## config.mk

```make
export PLATFORM = sky130hd
export DESIGN_NAME = alu_share_arbiter
export DESIGN_NICKNAME = d
export VERILOG_FILES = /design/src/rtl/alu_share_arbiter.sv
export SDC_FILE = /design/constraint.sdc
export NUM_CORES = 1
export LEC_CHECK = 0
export ABC_AREA = 1
export ABC_CLOCK_PERIOD_IN_PS = 4450
export CORE_UTILIZATION = 40
export DETAILED_ROUTE_END_ITERATION = 8
export HOLD_SLACK_MARGIN = 0.08
export PLACE_DENSITY = 0.81
export SLEW_MARGIN = 0
export SYNTH_ARGS = -nofsm -noshare
export SYNTH_HDL_FRONTEND = slang
export SYNTH_SLANG_ARGS = --single-unit
```

## constraint.sdc

```tcl
create_clock -name clk -period 4.45 [get_ports clk]
set_clock_uncertainty 0.1 [all_clocks]
set_input_delay 0.445 -clock clk [delete_from_list [all_inputs] [get_ports clk]]
set_output_delay 0.445 -clock clk [all_outputs]
set_load 0.01 [all_outputs]
```

## src/rtl/alu_share_arbiter.sv

```systemverilog
// Shares one external combinational ALU between two requesters with round-robin arbitration.
// One operation is in flight at a time: IDLE accepts, EXEC samples the ALU, RESP holds the result.
module alu_share_arbiter #(
  parameter int WIDTH  = 32,
  parameter int CTRL_W = 4
) (
  input  logic              clk,
  input  logic              reset,
  input  logic              req0_valid,
  output logic              req0_ready,
  input  logic [WIDTH-1:0]  req0_a,
  input  logic [WIDTH-1:0]  req0_b,
  input  logic [CTRL_W-1:0] req0_ctrl,
  input  logic              req1_valid,
  output logic              req1_ready,
  input  logic [WIDTH-1:0]  req1_a,
  input  logic [WIDTH-1:0]  req1_b,
  input  logic [CTRL_W-1:0] req1_ctrl,
  output logic              resp0_valid,
  input  logic              resp0_ready,
  output logic              resp1_valid,
  input  logic              resp1_ready,
  output logic [WIDTH-1:0]  resp_result,
  output logic              resp_zero,
  output logic              resp_err,
  output logic [WIDTH-1:0]  alu_a,
  output logic [WIDTH-1:0]  alu_b,
  output logic [CTRL_W-1:0] alu_ctrl,
  input  logic [WIDTH-1:0]  alu_out,
  input  logic              alu_zero
);

  typedef enum logic [1:0] {IDLE, EXEC, RESP} state_t;

  state_t              state_reg, state_next;
  logic                prio_reg, prio_next;
  logic                grant_reg;
  logic [WIDTH-1:0]    a_reg, b_reg;
  logic [CTRL_W-1:0]   ctrl_reg;
  logic                sel;
  logic                accept;
  logic                resp_done;
  logic                ctrl_legal;

  // When both requesters are valid the priority bit decides; otherwise the lone valid one wins.
  assign sel = (req0_valid && req1_valid) ? prio_reg : req1_valid;

  assign ctrl_legal = (ctrl_reg == CTRL_W'(4'b0000)) || (ctrl_reg == CTRL_W'(4'b0001)) ||
                      (ctrl_reg == CTRL_W'(4'b0010)) || (ctrl_reg == CTRL_W'(4'b0110));

  assign alu_a    = a_reg;
  assign alu_b    = b_reg;
  assign alu_ctrl = ctrl_reg;

  always_comb begin
    state_next  = state_reg;
    prio_next   = prio_reg;
    req0_ready  = 1'b0;
    req1_ready  = 1'b0;
    resp0_valid = 1'b0;
    resp1_valid = 1'b0;
    accept      = 1'b0;
    resp_done   = 1'b0;
    case (state_reg)
      IDLE: begin
        req0_ready = req0_valid && !sel;
        req1_ready = req1_valid && sel;
        accept     = req0_valid || req1_valid;
        if (accept) state_next = EXEC;
      end
      EXEC: state_next = RESP;
      RESP: begin
        resp0_valid = !grant_reg;
        resp1_valid = grant_reg;
        resp_done   = grant_reg ? resp1_ready : resp0_ready;
        if (resp_done) begin
          prio_next  = ~grant_reg;
          state_next = IDLE;
        end
      end
      default: state_next = IDLE;
    endcase
  end

  always_ff @(posedge clk or posedge reset) begin
    if (reset) begin
      state_reg   <= IDLE;
      prio_reg    <= 1'b0;
      grant_reg   <= 1'b0;
      a_reg       <= '0;
      b_reg       <= '0;
      ctrl_reg    <= '0;
      resp_result <= '0;
      resp_zero   <= 1'b0;
      resp_err    <= 1'b0;
    end else begin
      state_reg <= state_next;
      prio_reg  <= prio_next;
      if (accept) begin
        grant_reg <= sel;
        a_reg     <= sel ? req1_a : req0_a;
        b_reg     <= sel ? req1_b : req0_b;
        ctrl_reg  <= sel ? req1_ctrl : req0_ctrl;
      end
      // Illegal codes never trust the ALU outputs.
      if (state_reg == EXEC) begin
        resp_result <= ctrl_legal ? alu_out : '0;
        resp_zero   <= ctrl_legal ? alu_zero : 1'b0;
        resp_err    <= !ctrl_legal;
      end
    end
  end

endmodule

```

* Yosys cells after proc, flatten, opt, wreduce, memory -nomap -nowiden
Index checks and enable logic that the tools add are counted.
** Word-level totals
- Input port bits :: 175
- Output and inout port bits :: 106
- Bits in registers :: 106
- Word-level logic and storage cells :: 46
** Operators by class
- Bitwise gates (word level) :: 1
- Equality and inequality tests :: 7
- Reduce and logical (&&, ||, !) cells :: 14
- Multiplexer cells :: 15
** Operators with widths (count)
- 32-bit two-way mux :: 3
- 1-bit two-way mux :: 8
- 2-bit case mux with 3 select lines :: 1
- 4-bit by 1-bit equality test with 1-bit output (second input constant) :: 1
- 4-bit by 2-bit equality test with 1-bit output (second input constant) :: 1
- 4-bit by 3-bit equality test with 1-bit output (second input constant) :: 1
- 4-bit logical NOT :: 1
- 1-bit logical OR :: 4
- 2-bit two-way mux :: 2
- 4-bit two-way mux :: 1
- 2-bit != test (second input constant) :: 2
- 2-bit AND reduction :: 2
- 1-bit logical AND :: 3
- 1-bit logical NOT :: 3
- 2-bit by 1-bit equality test with 1-bit output (second input constant) :: 1
- 2-bit equality test (second input constant) :: 1
- 2-bit logical NOT :: 1
- 1-bit NOT :: 1

* Logic depth before layout (Yosys ltp)
- Depth after elaboration :: 5
- Mapped depth :: 7

* Worst setup path before layout
OpenSTA, ideal clock, no wires.
- Path type :: input-to-output
- Start :: in req1_valid
- End :: out req0_ready
- Data required time :: 3.905 ns
- Path buffers :: 2
- Stages on the path :: 5
- Path slack :: 2.763 ns
- Arrival :: 1.142 ns
- Path through :: buf_2 -> nand2_1 -> buf_2 -> nand2_1 -> nor2_1
** Between the ends
- Word-level cells in the longest chain between the ends :: 5
** Ends and longest elaborated chain
- from (decl) :: RTL line 14 : input logic req1_valid,
- 1-bit logical AND :: RTL line 46 : assign sel = (req0_valid && req1_valid) ? prio_reg : req1_valid;
- 1-bit two-way mux (*) :: RTL line 46
- 1-bit logical NOT (*) :: RTL line 66 : req0_ready = req0_valid && !sel;
- 1-bit logical AND (*) :: RTL line 66
- 1-bit two-way mux (*) :: RTL line 64 : case (state_reg)
- to (decl) :: RTL line 10 : output logic req0_ready,
Every way passes the cells marked *; elsewhere a longest branch is shown, timed or not.

* Final worst setup path
- Start :: in req0_valid
- End :: out req0_ready
** Between the ends
- Word-level cells in the longest chain between the ends :: 5
** Ends and longest elaborated chain
- from (decl) :: RTL line 9 : input logic req0_valid,
- 1-bit logical AND :: RTL line 46
- 1-bit two-way mux :: RTL line 46
- 1-bit logical NOT :: RTL line 66
- 1-bit logical AND (*) :: RTL line 66
- 1-bit two-way mux (*) :: RTL line 64
Marks and branches as above.

==> impl_metrics.py <==
metrics = {
    "clocking": {
        "path_clk_slew_ns": 0.07,
        "cts_tree": "done",
        "cts_buffers": 9,
        "post_cts_buffers": 0,
        "htreeDepth": 3,
        "clock_sinks": 106,
        "cts_hold_buf": 0,
        "cts.repair.resized": 0,
        "cts_root_buffer": "clkbuf_16",
        "clockBufferDepth": 2,
        "clock_latency_ns": 0.34,
    },
    "critical_path": {
        "path_delay_family": "buffers and inverters",
        "worstSetupStartpointType": "input pin",
        "reg2reg_setup_slack_ns": 2.30,
        "reg2reg_to": "resp_zero",
        "critPathLaunch": "req0_valid",
        "worstPathRequired_ns": 3.90,
        "end_kind": "output port",
        "crit_chain": "clkdlybuf4s50_1, nand2_2, nand2_2, nand2_1, nor2_1, clkdlybuf4s50_1",
        "path_buf_inv": 2,
        "slowest_stage": "clkdlybuf4s50_1",
        "critPathMaxFanout": 3,
        "r2r_cells": 5,
        "cp.depth": 6,
        "path_class": "input pin to output port",
        "worstPathArrival_ns": 1.83,
        "r2r-start": "state_reg[1]",
        "setup.worst_path.end": "req0_ready",
        "cp_slowest_stage_delay_ns": 0.54,
    },
    "global_route": {
        "grt_max_degree": 70,
        "grt_antenna_before_repair": 1,
        "grt_use_met1": 0.277,
        "grt-ovfl-total": 0,
        "grt_pass1_wl_um": 26300,
        "grt_pass1_vias": 5240,
        "gr-usage-met2": 0.416,
        "grt_busiest_layer": "met2",
        "met3_usage": 0.0618,
        "grtUsageTotal": 0.237,
    },
    "placed_design": {
        "hpwl_um": 11500,
        "port_buffers": 280,
        "pre_cts_slack_ns": 1.91,
        "routabilityCongestion": 0.813,
    },
    "floorplanning": {
        "die_w_um": 118,
        "core_area_um2": 13200,
        "rows": 42,
        "die_area_um2": 14000,
        "start_util": 0.410,
        "io_pins": 281,
        "die_y_um": 118,
    },
    "routing": {
        "initialDrtViolationCount": 326,
        "wire_per_inst_um": 13.6,
        "vias": 5572,
        "drc": 0,
        "drtPass1Iterations": 4,
        "routed_via_density": 4.65,
        "ant_nets": 0,
        "totalWireLength_um": 16200,
    },
    "sta": {
        "setup_tns_ns": 0,
        "period_share": 0.534,
        "hold_viol": 0,
        "setup_viol": 0,
        "slew_headroom": 0.272,
        "timing.final.crit_period_ns": 2.38,
        "drv_slew": 0,
        "rsz0062_at_grt": "no",
        "worst_pin_slew_ns": 1.09,
        "layout_setup_ws_ns": 2.07,
        "max_freq_mhz": 421,
        "whs_ns": 0.337,
    },
    "cells_and_area": {
        "final_cell_mix": "nand2_1, clkdlybuf4s50_1, nand3_1",
        "area_delta_synth_final_pct": 58.5,
        "nets": 1191,
        "final_common_cell": "nand2_1",
        "drive_gt1_frac": 0.0313,
    },
    "synth": {
        "syn_avg_cell_area_um2": 7.10,
        "syn_nets": 939,
        "synth_top_cell_area_share": 0.489,
        "syn_area_um2": 5420,
        "synthCells": 764,
        "synth_cell_types": 19,
        "synth-seq-cells": 106,
        "synth.area.top_cells": "dfrtp_1, nand2_1, nand3_1",
        "synth_top_area_cell": "dfrtp_1",
        "seq_area_frac_synth": 0.489,
        "ys_warn_count": 0,
    },
    "power_and_ir_drop": {
        "power.share.sequential": 0.330,
        "p_per_area_nw_per_um2": 575,
        "p_clk_frac": 0.174,
        "leakage_nw": 4.50,
        "p_switching_mw": 1.88,
        "p_comb_frac": 0.496,
        "peakVddDrop_v": 0.000255,
        "switching_share": 0.380,
        "intPower_mw": 3.07,
    },
    "worst_hold_path": {
        "hold_class": "input pin to asynchronous set/reset pin",
    },
    "status": {
        "run_status": "completed",
    },
    "job": {
        "cap_violations": 0,
    },
}
==> how the worst min path moves through the flow <==
stage | cells after the start | startpoint | to
2_1_floorplan | 2 | prio_reg | prio_reg
4_1_cts | 2 | reset | alu_b[26]
5_1_grt | 2 | reset | resp_result[18]
6_report | 2 | reset | resp_result[18]
3_5_place_dp | 2 | alu_a[2] | alu_a[2]
3_3_place_gp | 2 | resp_result[26] | resp_result[26]
==> cell usage after synthesis, drive strengths merged <==
cell type  count
a21oi          1
and2           1
buf           36
clkbuf        10
dfrtp        106
inv          145
nand2        283
nand3        158
nand3b         1
nor2           9
o21ai         14
==> layout make-up <==
class / instances / area, um^2
Timing Repair Buffer: 287 / 2850
Fill cell: 1180 / 4650
Multi-Input combinational cell: 467 / 2000
Sequential cell: 106 / 2650
Tap cell: 176 / 220
Clock inverter: 6 / 88.8
Inverter: 145 / 547
Antenna cell: 1 / 2.50
Clock buffer: 10 / 239
==> worst register-to-register path: cells and delay by family, from the launching register on <==
kind | cells | cell delay (ns)
and+or+nand+nor | 4 | 1.53
DFF | 1 | 0.37
buffers and inverters | 1 | 0.09
==> per-stage QoR <==
step / util / power, mW / instances / cell area [um^2]
6_report: 0.649 / 4.94 / 1198 / 8600
5_1_grt: 0.649 / 5.31 / 1197 / 8590
4_1_cts: 0.649 / 5.00 / 1197 / 8590
3_5_place_dp: 0.624 / 4.12 / 1181 / 8270
3_3_place_gp: 0.624 / 4.07 / 1181 / 8270
2_1_floorplan: - / 2.86 / 764 / 5420
==> logic make-up (layout without fill, tap and decap cells) <==
logic type / after synthesis / count (layout) / synth area share
compound gates: 15 / 15 / 0.0138
buf+inv: 191 / 448 / 0.144
simple gates: 452 / 452 / 0.353
other cells: 0 / 1 / 0
flops: 106 / 106 / 0.489
==> power groups by stage <==
stage,combinational [mW],sequential [mW],clock [mW]
after floorplan,1.05,1.81,0
after global placement,2.44,1.63,0
after detailed placement,2.48,1.64,0
after CTS,2.49,1.63,0.879
after global routing,2.70,1.69,0.917
final,2.45,1.63,0.861
==> routing by layer <==
| layer | wire (um) | part of all wire |
|---|---|---|
| met5 | 0 | 0 |
| met4 | 411 | 0.025 |
| met3 | 1270 | 0.078 |
| met2 | 7990 | 0.49 |
| met1 | 6580 | 0.40 |
Note: power is estimated with default switching activity, not from simulation.
